**config.mk**
```make
export PLATFORM = sky130hd
export DESIGN_NAME = blib_rr_arbiter
export DESIGN_NICKNAME = d
export VERILOG_FILES = /design/src/rtl/blib_pkg.sv /design/src/rtl/blib_rr_arbiter_rr_pick.sv /design/src/rtl/blib_rr_arbiter.sv
export SDC_FILE = /design/constraint.sdc
export NUM_CORES = 1
export LEC_CHECK = 0
export ABC_AREA = 1
export BUFFER_PORTS_ARGS = -buffer_cell sky130_fd_sc_hd__buf_4
export CORE_ASPECT_RATIO = 1.4
export CORE_MARGIN = 2
export CORE_UTILIZATION = 53
export DETAILED_ROUTE_END_ITERATION = 10
export MAX_ROUTING_LAYER = met4
export PLACE_DENSITY = 0.86
export SETUP_SLACK_MARGIN = 0.4
export SYNTH_ARGS = -nofsm -noshare
export SYNTH_HDL_FRONTEND = slang
export SYNTH_SLANG_ARGS = --single-unit
```
**constraint.sdc**
```tcl
create_clock -name clk_i -period 4.6 [get_ports clk_i]
set_input_delay 0 -clock clk_i [delete_from_list [all_inputs] [get_ports clk_i]]
set_output_delay 0 -clock clk_i [all_outputs]
set_load 0.05 [all_outputs]
```
**src/rtl/blib_pkg.sv**
```systemverilog
// Shared types for the blib front end: beat payload, arbiter state encoding
// and a small modulo helper for round-robin pointers.
package blib_pkg;

  localparam int MaxNumReq = 16;
  localparam int LalaWidth = 8;

  typedef logic [LalaWidth-1:0] lala;

  typedef enum logic {
    ARB_IDLE   = 1'b0,
    ARB_LOCKED = 1'b1
  } arb_state_e;

  function automatic int unsigned wrap_inc(input int unsigned idx, input int unsigned n);
    return (idx + 1 >= n) ? 0 : idx + 1;
  endfunction

endpackage

```
**src/rtl/blib_rr_arbiter_rr_pick.sv**
```systemverilog
// Combinational round-robin picker: first asserted request at or after rr_ptr,
// wrapping modulo NumReq.
module rr_pick #(
  parameter int NumReq = 4,
  localparam int IdxWidth = $clog2(NumReq)
) (
  input  logic [NumReq-1:0]   req_valid,
  input  logic [IdxWidth-1:0] rr_ptr,
  output logic [IdxWidth-1:0] gnt_idx,
  output logic                gnt_valid
);

  localparam int SumW = IdxWidth + 1;

  logic [SumW-1:0] cand;

  // Scan from the farthest offset down so the nearest hit to rr_ptr wins.
  always_comb begin
    gnt_idx   = '0;
    gnt_valid = 1'b0;
    cand      = '0;
    for (int off = NumReq - 1; off >= 0; off--) begin
      cand = {1'b0, rr_ptr} + SumW'(off);
      if (cand >= SumW'(NumReq)) begin
        cand = cand - SumW'(NumReq);
      end
      if (req_valid[cand[IdxWidth-1:0]]) begin
        gnt_valid = 1'b1;
        gnt_idx   = cand[IdxWidth-1:0];
      end
    end
  end

endmodule

```
**src/rtl/blib_rr_arbiter.sv**
```systemverilog
// Round-robin burst arbiter in front of blib: one grant per burst, one
// registered output stage.
//
// state      | meaning
// -----------+--------------------------------------------------------------
// ARB_IDLE   | no burst open; winner picked round-robin from rr_ptr
// ARB_LOCKED | burst open on lock_idx; only lock_idx may transfer until last
module blib_rr_arbiter
  import blib_pkg::*;
#(
  parameter int NumReq = 4,
  localparam int IdxWidth = $clog2(NumReq)
) (
  input  logic                clk_i,
  input  logic                rst_ni,
  input  logic [NumReq-1:0]   req_valid_i,
  output logic [NumReq-1:0]   req_ready_o,
  input  lala  [NumReq-1:0]   req_data_i,
  input  logic [NumReq-1:0]   req_last_i,
  output logic                out_valid_o,
  input  logic                out_ready_i,
  output lala                 out_data_o,
  output logic                out_last_o,
  output logic [IdxWidth-1:0] out_idx_o
);

  if (NumReq < 2 || NumReq > MaxNumReq) begin : g_bad_numreq
    $error("blib_rr_arbiter: NumReq out of range");
  end

  arb_state_e          state_q, state_d;
  logic [IdxWidth-1:0] lock_idx_q, lock_idx_d;
  logic [IdxWidth-1:0] rr_ptr_q, rr_ptr_d;
  logic [IdxWidth-1:0] pick_idx;
  logic                pick_valid;
  logic [IdxWidth-1:0] gnt_idx;
  logic                gnt_active;
  logic                stage_free;
  logic                xfer;
  logic                xfer_last;
  lala                 xfer_data;

  function automatic logic [IdxWidth-1:0] ptr_after(input logic [IdxWidth-1:0] idx);
    return IdxWidth'(wrap_inc(32'(idx), NumReq));
  endfunction

  rr_pick #(
    .NumReq (NumReq)
  ) u_rr_pick (
    .req_valid (req_valid_i),
    .rr_ptr    (rr_ptr_q),
    .gnt_idx   (pick_idx),
    .gnt_valid (pick_valid)
  );

  // While locked the picker result is ignored, even if lock_idx is idle.
  always_comb begin
    stage_free = !out_valid_o || out_ready_i;
    if (state_q == ARB_LOCKED) begin
      gnt_idx    = lock_idx_q;
      gnt_active = req_valid_i[lock_idx_q];
    end else begin
      gnt_idx    = pick_idx;
      gnt_active = pick_valid;
    end
    xfer      = stage_free && gnt_active;
    xfer_last = req_last_i[gnt_idx];
    xfer_data = req_data_i[gnt_idx];
    req_ready_o = '0;
    if (xfer) begin
      req_ready_o[gnt_idx] = 1'b1;
    end
  end

  always_comb begin
    state_d    = state_q;
    lock_idx_d = lock_idx_q;
    rr_ptr_d   = rr_ptr_q;
    case (state_q)
      ARB_IDLE: begin
        if (xfer) begin
          if (xfer_last) begin
            rr_ptr_d = ptr_after(gnt_idx);
          end else begin
            state_d    = ARB_LOCKED;
            lock_idx_d = gnt_idx;
          end
        end
      end
      ARB_LOCKED: begin
        if (xfer && xfer_last) begin
          state_d  = ARB_IDLE;
          rr_ptr_d = ptr_after(lock_idx_q);
        end
      end
      default: state_d = ARB_IDLE;
    endcase
  end

  always_ff @(posedge clk_i) begin
    if (!rst_ni) begin
      state_q    <= ARB_IDLE;
      lock_idx_q <= '0;
      rr_ptr_q   <= '0;
    end else begin
      state_q    <= state_d;
      lock_idx_q <= lock_idx_d;
      rr_ptr_q   <= rr_ptr_d;
    end
  end

  // A held beat is discarded on reset rather than replayed.
  always_ff @(posedge clk_i) begin
    if (!rst_ni) begin
      out_valid_o <= 1'b0;
      out_data_o  <= '0;
      out_last_o  <= 1'b0;
      out_idx_o   <= '0;
    end else if (xfer) begin
      out_valid_o <= 1'b1;
      out_data_o  <= xfer_data;
      out_last_o  <= xfer_last;
      out_idx_o   <= gnt_idx;
    end else if (out_ready_i) begin
      out_valid_o <= 1'b0;
    end
  end

  a_ready_onehot0 : assert property (@(posedge clk_i) disable iff (!rst_ni)
    $onehot0(req_ready_o));

  a_out_stable : assert property (@(posedge clk_i) disable iff (!rst_ni)
    (out_valid_o && !out_ready_i) |=>
      (out_valid_o && $stable(out_data_o) && $stable(out_last_o) && $stable(out_idx_o)));

endmodule
```
== Yosys cells after proc, flatten, opt, wreduce, memory -nomap -nowiden ==
Cells that the tools add are included.

* Register bits after elaboration: 17
* Latch bits: 0
* RAM bits: 0
* Bits in read-only memories: 0
* Output and inout bits: 16
* Logic and storage cells: 85
* Memories: 0

* Add/sub/neg operators: 9
* Multipliers: 0
* Div/mod/pow operators: 0
* Magnitude comparators: 13
* Equality and inequality tests: 3
* Shift operators: 0
* Mux-type cells: 43
* Bitwise operators: 2
* Reductions and logical operators: 8

{| class="wikitable"
|+ Operators by type and width
! operator !! count
|-
| $mux 2 || 14
|-
| $lt 2x3->1 const B || 6
|-
| $mux 1 || 17
|-
| $bmux 8 s2 || 1
|-
| $ge 3x3->1 const B || 5
|-
| $bmux 1 s2 || 6
|-
| $add 2x1->3 const B || 3
|-
| $mux 8 || 1
|-
| $sub 2x1->2 const B || 4
|-
| $add 2x2->3 const B || 2
|-
| $reduce_and 3->1 || 2
|-
| $mux 4 || 1
|-
| $ne 2x2->1 const B || 2
|-
| $pmux 2 s2 || 1
|-
| $ge 2x3->1 const B || 1
|-
| $logic_and 1x1->1 || 3
|-
| $demux 1 s2 || 1
|-
| $ge 2x1->1 const B || 1
|-
| $ne 2x1->1 const B || 1
|-
| $not 1->1 || 2
|-
| $pmux 1 s2 || 1
|-
| $reduce_bool 2->1 || 1
|-
| $logic_not 1->1 || 1
|-
| $logic_or 1x1->1 || 1
|}

== Depth between registers and ports, before layout ==
Gate-level depths: netlist of run 1.

* Depth in word-level cells: 16
* Gate-level depth with buffers: 19
* Depth with buffers taken out: 16

== Modules after synthesis ==
From an unflattened synthesis of run 1, not the netlist that was laid out.

* Cells, all modules: 226
* Area total of the unflattened synthesis: 1406.3 um^2

{| class="wikitable"
|+ By module, submodules not included
! module !! times used !! cells an instance !! area an instance (um^2) !! sequential area each (um^2)
|-
| blib_rr_arbiter || 1 || 182 || 1191.1 || 340.3
|-
| rr_pick || 1 || 44 || 215.2 || 0.0
|}

== Worst setup path before layout of run 1 ==
Ideal clock, no wire load.

* Path kind: register -> output
* From: register rr_ptr_q[0]
* To: output port req_ready_o[3]
* Arrival time: 2337 ps
* Slack: 2263 ps
* Stages on the path, launching flop included: 17
* Path buffers: 3
* Cells stage by stage: dfxtp_1 buf_6 inv_4 nand2_2 and2_4 nand2_1 nand2_1 nor2_1 nand2_2 nand3_4 nand2_4 buf_8 buf_4 inv_1 ha_1 inv_1 nor2_1

* Longest elaborated chain between the ends: 15
* Elaborated cells on any way between the ends: 40

{| class="wikitable"
|+ Ends and longest elaborated chain
! element !! line !! source
|-
| start: declaration || blib_rr_arbiter.sv:33 || <nowiki>logic [IdxWidth-1:0] rr_ptr_q, rr_ptr_d;</nowiki>
|-
| start signal: assignment || blib_rr_arbiter.sv:108 || <nowiki>rr_ptr_q <= rr_ptr_d;</nowiki>
|-
| $add 2x2->3 || blib_rr_arbiter_rr_pick.sv:23 || <nowiki>cand = {1'b0, rr_ptr} + SumW'(off);</nowiki>
|-
| $ge 3x3->1 / $sub 2x1->2 (equally long branches) || blib_rr_arbiter_rr_pick.sv:24, blib_rr_arbiter_rr_pick.sv:25 ||
|-
| $mux 2 || blib_rr_arbiter_rr_pick.sv:24 || <nowiki>if (cand >= SumW'(NumReq)) begin</nowiki>
|-
| $bmux 1 s2 || blib_rr_arbiter_rr_pick.sv:27 || <nowiki>if (req_valid[cand[IdxWidth-1:0]]) begin</nowiki>
|-
| $mux 1 (implied by the code) || blib_rr_arbiter_rr_pick.sv:27 ||
|-
| $mux 2 (3 in series) || blib_rr_arbiter_rr_pick.sv:27 ||
|-
| $mux 2 * || blib_rr_arbiter_rr_pick.sv:27 ||
|-
| $mux 2 * || blib_rr_arbiter.sv:59 || <nowiki>if (state_q == ARB_LOCKED) begin</nowiki>
|-
| via gnt_idx[0] || blib_rr_arbiter.sv:36 || <nowiki>logic [IdxWidth-1:0] gnt_idx;</nowiki>
|-
| $lt 2x3->1 (implied by the code) / $ge 2x1->1 (equally long branches) || blib_rr_arbiter.sv:71 || <nowiki>req_ready_o[gnt_idx] = 1'b1;</nowiki>
|-
| $logic_and 1x1->1 (implied by the code) || blib_rr_arbiter.sv:71 ||
|-
| $mux 1 (implied by the code) || blib_rr_arbiter.sv:71 ||
|-
| $demux 1 s2 * || blib_rr_arbiter.sv:71 ||
|-
| $mux 4 * || blib_rr_arbiter.sv:70 || <nowiki>if (xfer) begin</nowiki>
|-
| end: declaration || blib_rr_arbiter.sv:17 || <nowiki>output logic [NumReq-1:0] req_ready_o,</nowiki>
|}

The timed path passes the listed nets; every way through them passes the cells marked *. The select of a mux whose other input is x is not followed.

== Worst setup path after layout of run 1 ==
* From: register rr_ptr_q[0]
* To: output port req_ready_o[1]

The elaborated chain is that of the path after synthesis.

==> flow_metrics.env, run 1 <==
export IMPL_fillers=269
export IMPL_cts_resized=0
export IMPL_met1_usage=0.243
export IMPL_grt_pass1_wl_um=6180
export IMPL_std_cell_rows=23
export IMPL_path_delay_family="simple AND/OR/NAND/NOR gates"
export IMPL_finalHoldViolCount=0
export IMPL_critPathRequiredTime_ns=4.60
export IMPL_drt_first_pass_iters=4
export IMPL_seq_area_frac_synth=0.220
export IMPL_met3_usage=0.0349
export IMPL_ys_types=28
export IMPL_portBuffers=58
export IMPL_globalRouteOverflowTotal=0
export IMPL_wl_per_cell_um=11.4
export IMPL_yosys_warnings=0
export IMPL_synth_largest_area_cell="dfxtp_1"
export IMPL_clk_latency_ns=0.25
export IMPL_max_slew_margin=0.506
export IMPL_path_cells="inv_4 > nand2_1 > nand2_1 > nand2_2 > nand2_2 > nor2_2 > nor2_1 > nand2_2 > nand3_4 > nand2_4 > inv_1 > ha_1 > inv_1 > nor2_1 > buf_4"
export IMPL_drive_gt1_frac=0.311
export IMPL_setup_violations=0
export IMPL_finalPower_w=0.00158
export IMPL_grt_usage=0.239
export IMPL_fin_tns_setup_ns=0
export IMPL_io_pins=59
export IMPL_busiest_layer="met2"
export IMPL_max_stage_delay_ns=0.52
export IMPL_arrival_ns=2.63
export IMPL_syn_area_um2=1550
export IMPL_via_count=1639
export IMPL_gr_usage_met2=0.463
export IMPL_powerDensity_nw_per_um2=791
export IMPL_vdd_drop_max_v=0.000410
export IMPL_synth_top_area_share=0.220
export IMPL_drtAntennaViolNets=0
export IMPL_synthTopCellsByArea="dfxtp_1 22%, nand2_1 14%, inv_1 12%"
export IMPL_root_buffer="clkbuf_8"
export IMPL_timing_worst_setup_path_type="reg2out"
export IMPL_fmax_mhz=381
export IMPL_path_buf_inv=4
export IMPL_syn2layout_area_growth_pct=29.2
export IMPL_hold_buffers=0
export IMPL_clock_sinks=17
export IMPL_maxSlewViolCount=0
export IMPL_cts_tree="built"
export IMPL_via_per_inst=4.92
export IMPL_fin_skew_ns=0.00404
export IMPL_status="complete, no violations"
export IMPL_cp_max_fo=40
export IMPL_p_leak_nw=1.16
export IMPL_fin_crit_sh=0.571
export IMPL_postSynthCellCount=244
export IMPL_cp_end_kind="primary output"
export IMPL_grt_max_degree=41
export IMPL_coreArea_um2=2820
export IMPL_numCtsBuffers=3
export IMPL_dieArea_um2=3370
export IMPL_gp_congestion=0.820
export IMPL_path_clk_slew_ns=0.07
export IMPL_fp_dieH_um=67.9
export IMPL_min_period_ns=2.63
export IMPL_avgSynthCellArea_um2=6.34
export IMPL_grt_antenna_before_repair=0
export IMPL_ys_seq_elements=17
export IMPL_cts_setup_buffers=0
export IMPL_hpwl_um=2890
export IMPL_die_width_um=49.7
export IMPL_synth_fp_nets=293
export IMPL_maxCapViolCount=0
export IMPL_crit_path_top_delay_cell="dfxtp_1"
export IMPL_h_tree_depth=1
export IMPL_drt_iter0_drc=39
export IMPL_grt_pass1_vias=1480
export IMPL_drc_errors=0
export IMPL_clockBufferDepth=2
export IMPL_hold_class="in2reg"
export IMPL_start_kind="flip-flop"
export IMPL_start_util=0.549
export IMPL_final_nets=346
export IMPL_antennaDiodeCount=0
export IMPL_routed_wl_um=3790
export IMPL_grt_setup_unrepaired="false"
export IMPL_worstMarginPinSlew_ns=0.741
export IMPL_crit_path_frequent_cell="nand2_2"
## worst paths after layout
kind	startpoint	to	slack, ns	depth (start not counted)
max	rr_ptr_q[0]	req_ready_o[1]	1.97	15
min	out_ready_i	out_valid_o	0.04	4
max reg2reg	rr_ptr_q[0]	rr_ptr_q[1]	2.06	16
min reg2reg	out_last_o	out_last_o	0.48	2
## registers in the layout (all words and copies together), names as in the netlist, named ones only
| register | count |
|---|---|
| out_last_o | 1 |
| rr_ptr_q | 2 |
| out_idx_o | 2 |
| lock_idx_q | 2 |
| out_data_o | 8 |
| out_valid_o | 1 |
## cell type report
type,instances,area [µm²],area share
inverter,51,194,0.0970
sequential,17,340,0.170
multi-input combinational,166,937,0.469
clock buffer,3,41.3,0.0207
tap,37,46.3,0.0232
timing repair buffer,58,435,0.218
clock inverter,1,5.00,0.00250
## cell usage in the layout, fill, tap and decap left out, drive strengths merged
| cell type | Yosys | layout |
|---|---|---|
| a21oi | 15 | 15 |
| and2 | 1 | 1 |
| buf | 8 | 58 |
| clkbuf | 2 | 3 |
| clkinv | 0 | 1 |
| dfxtp | 17 | 17 |
| ha | 6 | 6 |
| inv | 51 | 51 |
| nand2 | 69 | 69 |
| nand3 | 24 | 24 |
| nand4 | 2 | 2 |
| nor2 | 17 | 17 |
| o211ai | 8 | 8 |
| o21a | 8 | 8 |
| o21ai | 14 | 14 |
| o221ai | 1 | 1 |
| o22ai | 1 | 1 |
## layer usage
layer / wire (µm) / up-vias
li1: - / 873
met1: 1570 / 720
met2: 2000 / 40
met3: 165 / 6
met4: 51 / 0
met5: 0 / -
## synthesized netlist by cell type
library cell,instances
nand2_4,1
and2_4,1
o21ai_1,10
buf_4,1
ha_1,6
inv_2,2
buf_2,4
nand3_1,18
inv_4,1
o211ai_2,7
nand2_2,11
o221ai_1,1
buf_6,1
nand3_4,2
nor2_2,1
dfxtp_1,17
nand3_2,4
o21a_1,8
nand4_1,2
buf_8,2
o211ai_1,1
o21ai_0,4
nor2_1,16
inv_1,48
a21oi_1,15
clkbuf_1,2
o22ai_1,1
nand2_1,57
## cells by family (layout without fill, tap and decap cells)
family          after synthesis  count (layout)  share of synthesized area
fa+ha+maj                     6               6                     0.0485
simple gates                113             113                      0.353
compound gates               47              47                      0.204
buf+inv                      61             113                      0.175
flops                        17              17                      0.220
## power by group
group	internal (W)	switching, W	leakage, nW
logic	0.000388	0.000824	0.990
registers	0.000208	0.0000468	0.141
clock network	0.0000602	0.0000551	0.0255
## tightest hold or removal path: cells and delay by family
kind | cells | cell delay (ns)
simple gates | 1 | 0.08
compound gates | 1 | 0.07
buf+inv | 2 | 0.10
## stage by stage
step / hold slack, ns / utilization / worst slack, ns / std cells / area, µm²
after global routing: 0.0689 / 0.709 / 1.74 / 333 / 2000
after detailed placement: 0.307 / 0.693 / 2.10 / 329 / 1950
after CTS: 0.0395 / 0.709 / 1.98 / 333 / 2000
final: 0.0376 / 0.709 / 1.97 / 333 / 2000
after floorplan: 0.201 / - / 2.26 / 244 / 1550
after global placement: 0.303 / 0.693 / 2.18 / 329 / 1950
(Power assumes the default switching activity.)
==> inputs of run 2 (changes only) <==
--- a/config.mk
+++ b/config.mk
@@ -9,10 +9,10 @@
 export BUFFER_PORTS_ARGS = -buffer_cell sky130_fd_sc_hd__buf_4
 export CORE_ASPECT_RATIO = 1.4
 export CORE_MARGIN = 2
-export CORE_UTILIZATION = 53
+export CORE_UTILIZATION = 44
 export DETAILED_ROUTE_END_ITERATION = 10
 export MAX_ROUTING_LAYER = met4
-export PLACE_DENSITY = 0.86
+export PLACE_DENSITY = 0.76
 export SETUP_SLACK_MARGIN = 0.4
 export SYNTH_ARGS = -nofsm -noshare
 export SYNTH_HDL_FRONTEND = slang
==> constraint.sdc (replaced) <==
create_clock -name clk_i -period 2.4 [get_ports clk_i]
set_input_delay 0 -clock clk_i [delete_from_list [all_inputs] [get_ports clk_i]]
set_output_delay 0 -clock clk_i [all_outputs]
set_load 0.05 [all_outputs]
==> flow_metrics.env, run 2 (synthesized netlist as in run 1, its figures left out) <==
export IMPL_h_tree_depth=1
export IMPL_drt_iter0_drc=18
export IMPL_coreArea_um2=3380
export IMPL_critPathRequiredTime_ns=2.40
export IMPL_powerDensity_nw_per_um2=1640
export IMPL_clockBufferDepth=2
export IMPL_whs_ns=0.0382
export IMPL_maxCapViolCount=0
export IMPL_drt_first_pass_iters=4
export IMPL_grt_setup_unrepaired="true"
export IMPL_p_leak_nw=1.28
export IMPL_syn2layout_area_growth_pct=54.5
export IMPL_vdd_drop_max_v=0.000967
export IMPL_grt_antenna_before_repair=0
export IMPL_drive_gt1_frac=0.448
export IMPL_start_kind="flip-flop"
export IMPL_setup_slack_ns=0.408
export IMPL_cts_tree="built"
export IMPL_portBuffers=58
export IMPL_combPwrFrac=0.815
export IMPL_hold_buffers=0
export IMPL_fin_skew_ns=0.00117
export IMPL_p_sw_w=0.00213
export IMPL_r2r_setup_slack_ns=0.44
export IMPL_clk_latency_ns=0.26
export IMPL_grt_usage=0.218
export IMPL_std_cell_rows=25
export IMPL_hold_depth=5
export IMPL_final_common_cell="buf_4"
export IMPL_die_width_um=54.1
export IMPL_seqPwrFrac=0.128
export IMPL_cp_max_fo=8
export IMPL_grt_pass1_wl_um=6370
export IMPL_fillers=316
export IMPL_status="complete, no violations"
export IMPL_final_cell_mix="62 x buf_4, 43 x nand2_1, 43 x inv_1, 17 x nand3_1, 16 x nand2_2"
export IMPL_worst_r2r_cell_count=17
export IMPL_p_clk_frac=0.058
export IMPL_hpwl_um=2980
export IMPL_antennaDiodeCount=0
export IMPL_regMostFlops="out_data_o"
export IMPL_numCtsBuffers=3
export IMPL_wl_per_cell_um=11.9
export IMPL_timing_worst_setup_path_type="reg2out"
export IMPL_via_per_inst=5.00
export IMPL_max_slew_margin=0.771
export IMPL_grt_max_degree=17
export IMPL_via_count=1751
export IMPL_dieArea_um2=4010
export IMPL_gp_congestion=0.847
export IMPL_fin_crit_sh=0.830
export IMPL_cp_end_kind="primary output"
export IMPL_fp_dieH_um=74.2
export IMPL_clock_sinks=17
export IMPL_fin_tns_setup_ns=0
export IMPL_min_period_ns=1.99
export IMPL_io_pins=59
export IMPL_setup_violations=0
export IMPL_drc_errors=0
export IMPL_fmax_mhz=502
export IMPL_final_nets=360
export IMPL_finalHoldViolCount=0
export IMPL_p_sw_frac=0.545
export IMPL_maxSlewViolCount=0
export IMPL_worstMarginPinSlew_ns=0.343
export IMPL_root_buffer="clkbuf_8"
export IMPL_drtAntennaViolNets=0
export IMPL_start_util=0.458
export IMPL_internal_power_w=0.00178
export IMPL_largest_reg_flops=8
export IMPL_arrival_ns=1.99
export IMPL_routed_wl_um=4170
export IMPL_hold_class="in2reg"
export IMPL_path_clk_slew_ns=0.07
export IMPL_globalRouteOverflowTotal=0
export IMPL_grt_pass1_vias=1608
export IMPL_pre_cts_slack_ns=0.276
-- run 2: layer usage --
metal / up-vias / global-route usage / routed length (µm)
li1: 902 / - / -
met1: 790 / 0.213 / 1650
met2: 52 / 0.402 / 2260
met3: 7 / 0.0321 / 175
met4: 0 / 0.103 / 85
met5: - / - / 0
-- run 2: metrics by stage --
stage                     power, W  utilization  instance area, µm²  std cells
after floorplan            0.00253            -                1580        244
after global placement     0.00297        0.600                2030        338
after detailed placement   0.00301        0.600                2030        338
after CTS                  0.00347        0.642                2170        349
after global routing       0.00422        0.708                2390        350
final                      0.00391        0.708                2390        350
-- run 2: final timing paths --
path | from | to
worst max-delay path | rr_ptr_q[0] | req_ready_o[1]
worst max register to register | rr_ptr_q[0] | rr_ptr_q[0]
worst min-delay path | req_data_i[12] | out_data_o[4]
worst min register to register | out_last_o | out_last_o
-- run 2: cell type report --
cell class | count | area, µm² | area share
multi-input cells | 166 | 1120 | 0.470
repair buffers | 72 | 607 | 0.254
flip-flops and latches | 17 | 348 | 0.145
inverters | 51 | 216 | 0.0905
well taps | 40 | 50.0 | 0.0209
clock buffers | 3 | 41.3 | 0.0173
clock inverters | 1 | 5.00 | 0.00209
-- run 2: critical path: stages, from the launching register on --
cell     delay, ns
dfxtp_4       0.39
inv_8         0.10
nand2_2       0.07
nand2_4       0.09
nand2_2       0.07
nand2_2       0.08
nor2_4        0.04
nor2_2        0.11
nand2_2       0.07
nand3_4       0.11
nand2_8       0.10
inv_8         0.09
ha_4          0.13
inv_2         0.04
nor2_4        0.08
buf_8         0.15
-- run 2: power groups by stage --
| stage | Clock (W) | Sequential [W] | Combinational, W |
|---|---|---|---|
| after floorplan | 0 | 0.000745 | 0.00179 |
| after global placement | 0 | 0.000489 | 0.00249 |
| after detailed placement | 0 | 0.000491 | 0.00252 |
| after CTS | 0.000229 | 0.000486 | 0.00275 |
| after global routing | 0.000237 | 0.000514 | 0.00347 |
| final | 0.000226 | 0.000499 | 0.00319 |
-- run 2: what timing repair did --
| item | CTS | global route |
|---|---|---|
| gates resized for setup | 11 | 54 |
| setup buffers | 7 | 0 |
| pin swaps | 3 | 22 |
| setup endpoints to repair | 15 | 19 |
| gates cloned | 0 | 1 |
==> inputs of run 3 (changes only) <==
--- a/config.mk
+++ b/config.mk
@@ -5,14 +5,14 @@
 export SDC_FILE = /design/constraint.sdc
 export NUM_CORES = 1
 export LEC_CHECK = 0
-export ABC_AREA = 1
+export ABC_AREA = 0
 export BUFFER_PORTS_ARGS = -buffer_cell sky130_fd_sc_hd__buf_4
 export CORE_ASPECT_RATIO = 1.4
 export CORE_MARGIN = 2
-export CORE_UTILIZATION = 44
+export CORE_UTILIZATION = 46
 export DETAILED_ROUTE_END_ITERATION = 10
 export MAX_ROUTING_LAYER = met4
-export PLACE_DENSITY = 0.76
+export PLACE_DENSITY = 0.8
 export SETUP_SLACK_MARGIN = 0.4
 export SYNTH_ARGS = -nofsm -noshare
 export SYNTH_HDL_FRONTEND = slang
==> constraint.sdc (replaced) <==
create_clock -name clk_i -period 2 [get_ports clk_i]
set_input_delay 0 -clock clk_i [delete_from_list [all_inputs] [get_ports clk_i]]
set_output_delay 0 -clock clk_i [all_outputs]
set_load 0.05 [all_outputs]
==> flow_metrics.env, run 3 <==
export IMPL_status="finished with violations"
export IMPL_violations="setup timing"
export IMPL_p_leak_nw=0.995
export IMPL_timing_worst_setup_path_type="reg2reg"
export IMPL_syn2layout_area_growth_pct=77.3
export IMPL_wl_per_cell_um=18.0
export IMPL_fin_skew_ns=0.00161
export IMPL_setup_violations=1
export IMPL_die_width_um=47.7
export IMPL_drtAntennaViolNets=0
export IMPL_vdd_drop_max_v=0.00104
export IMPL_io_pins=59
export IMPL_cp_startpoint="rr_ptr_q[0]"
export IMPL_seq_area_frac_synth=0.277
export IMPL_combPwrFrac=0.781
export IMPL_largest_reg_flops=8
export IMPL_powerDensity_nw_per_um2=1640
export IMPL_clockBufferDepth=2
export IMPL_cp_max_fo=6
export IMPL_drt_first_pass_iters=7
export IMPL_synthTopCellsByCount="21 x mux2i_1, 17 x dfxtp_1, 17 x nand2_1"
export IMPL_r2r_setup_slack_ns=-0.02
export IMPL_grt_pass1_wl_um=6040
export IMPL_grt_pass1_vias=1338
export IMPL_maxSlewViolCount=0
export IMPL_final_nets=265
export IMPL_synth_fp_nets=185
export IMPL_p_sw_frac=0.448
export IMPL_coreArea_um2=2590
export IMPL_place_area_um2=1760
export IMPL_hold_class="in2reg"
export IMPL_finalHoldViolCount=0
export IMPL_grt_antenna_before_repair=0
export IMPL_avgSynthCellArea_um2=9.04
export IMPL_numCtsBuffers=3
export IMPL_rr_endpoint="out_data_o[6]"
export IMPL_arrival_ns=2.20
export IMPL_start_kind="flip-flop"
export IMPL_crit_path_end="out_data_o[6]"
export IMPL_fp_dieH_um=65.2
export IMPL_start_util=0.475
export IMPL_drive_gt1_frac=0.600
export IMPL_regMostFlops="out_data_o"
export IMPL_synth_edff_count=0
export IMPL_path_clk_slew_ns=0.11
export IMPL_p_sw_w=0.00160
export IMPL_min_period_ns=2.02
export IMPL_critPathRequiredTime_ns=2.18
export IMPL_fin_area_um2=2180
export IMPL_gp_congestion=0.783
export IMPL_clk_latency_ns=0.29
export IMPL_globalRouteOverflowTotal=0
export IMPL_drc_errors=0
export IMPL_routed_wl_um=4520
export IMPL_ys_async_sr_fraction=0
export IMPL_seqPwrFrac=0.165
export IMPL_setup_slack_ns=-0.0243
export IMPL_final_common_cell="buf_4"
export IMPL_root_buffer="clkbuf_4"
export IMPL_ys_seq_elements=17
export IMPL_cts_tree="built"
export IMPL_worstMarginPinSlew_ns=0.408
export IMPL_ys_types=33
export IMPL_final_cell_mix="69 x buf_4, 18 x mux2i_1, 17 x nand2_1, 13 x dfxtp_1"
export IMPL_finalPower_w=0.00357
export IMPL_dieArea_um2=3110
export IMPL_std_cell_rows=22
export IMPL_p_clk_frac=0.054
export IMPL_max_slew_margin=0.727
export IMPL_pre_cts_slack_ns=0.0466
export IMPL_yosys_warnings=0
export IMPL_hpwl_um=2550
export IMPL_synth_flop_cell="dfxtp_1"
export IMPL_worst_r2r_cell_count=9
export IMPL_clock_sinks=17
export IMPL_h_tree_depth=1
export IMPL_fin_crit_sh=1.01
export IMPL_grt_usage=0.277
export IMPL_postSynthCellCount=136
export IMPL_synth_most_common_cell="mux2i_1"
export IMPL_portBuffers=58
export IMPL_maxCapViolCount=0
export IMPL_drt_iter0_drc=32
export IMPL_worstReg2RegStart="rr_ptr_q[0]"
export IMPL_grt_max_degree=19
export IMPL_fmax_mhz=494
export IMPL_synth_top_area_share=0.277
export IMPL_antennaDiodeCount=0
export IMPL_via_per_inst=5.52
export IMPL_synth_largest_area_cell="dfxtp_1"
export IMPL_grt_setup_unrepaired="true"
export IMPL_syn_area_um2=1230
export IMPL_cp_end_kind="flip-flop"
export IMPL_synthTopCellsByArea="dfxtp_1 28%, mux2i_1 17%, mux2_2 8.2%"
export IMPL_via_count=1385
export IMPL_internal_power_w=0.00197
run 3: cell count changes in the layout (fill, tap and decap cells not counted), sizes merged, moves of 10 or more:
| cell | before | now |
|---|---|---|
| nand2 | 69 | 17 |
| inv | 51 | 3 |
| nand3 | 24 | 0 |
| mux2i | 0 | 21 |
| a21oi | 15 | 2 |
| buf | 71 | 82 |
| nor2 | 17 | 7 |
| o21ai | 14 | 4 |
run 3: worst min path at each step:
stage	start	to	slack, ns	depth (start not counted)
after global routing	rst_ni	flip-flop	0.04	2
final	rst_ni	flip-flop	0.06	2
after global placement	out_ready_i	out_valid_o	0.33	4
after detailed placement	rst_ni	flip-flop	0.35	2
after CTS	rst_ni	flip-flop	0.05	2
after floorplan	out_ready_i	out_valid_o	0.22	3
run 3: cell type report:
type                       instances  area [µm²]
multi-input combinational        108        1020
sequential                        17         353
timing repair buffer              83         727
fill                             163         407
clock buffer                       4        26.3
tap                               36        45.0
inverter                           3        11.3
run 3: kinds of logic after synthesis:
kind of cell,share of synthesized area
buffers and inverters,0.0468
multiplexers,0.272
adder cells (fa/ha/maj),0.0610
AO/OA/AOI/OAI,0.156
flip-flops,0.277
AND/OR/NAND/NOR,0.188
run 3: critical path, stage by stage (launching register included):
cell	delay [ns]
dfxtp_4	0.39
nand2b_4	0.13
a21boi_4	0.06
o41ai_4	0.37
buf_4	0.22
buf_12	0.14
buf_12	0.11
mux2i_2	0.24
mux2_4	0.19
o22ai_1	0.07
run 3: power groups by stage:
stage / combinational, W / clock [W] / sequential, W
2_1_floorplan: 0.00115 / 0 / 0.000856
3_3_place_gp: 0.00185 / 0 / 0.000581
3_5_place_dp: 0.00188 / 0 / 0.000590
4_1_cts: 0.00226 / 0.000186 / 0.000591
5_1_grt: 0.00289 / 0.000207 / 0.000602
6_report: 0.00279 / 0.000192 / 0.000588
run 3: repair_timing:
item / 4_1_cts / 5_1_grt
gates resized for setup: 22 / 31
cloned: 0 / 1
hold buffers: 0 / 0
buffers inserted: 11 / 7
pin swaps: 9 / 8
setup endpoints to repair: 20 / 20
run 3: metal layers:
layer / part of all wire / vias to the layer above / wire (µm) / track usage
li1: - / 646 / - / -
met1: 0.36 / 659 / 1640 / 0.305
met2: 0.56 / 66 / 2520 / 0.483
met3: 0.052 / 14 / 237 / 0.0385
met4: 0.028 / 0 / 126 / 0.0980
met5: 0 / - / 0 / -
run 3: stage by stage:
step	hold slack [ns]	cells	setup TNS, ns	util
finish	0.0551	251	-0.0243	0.843
global route	0.0398	251	-0.279	0.843
CTS	0.0486	243	0	0.760
detailed placement	0.352	228	0	0.680
global placement	0.331	228	0	0.680
floorplan	0.219	136	0	-
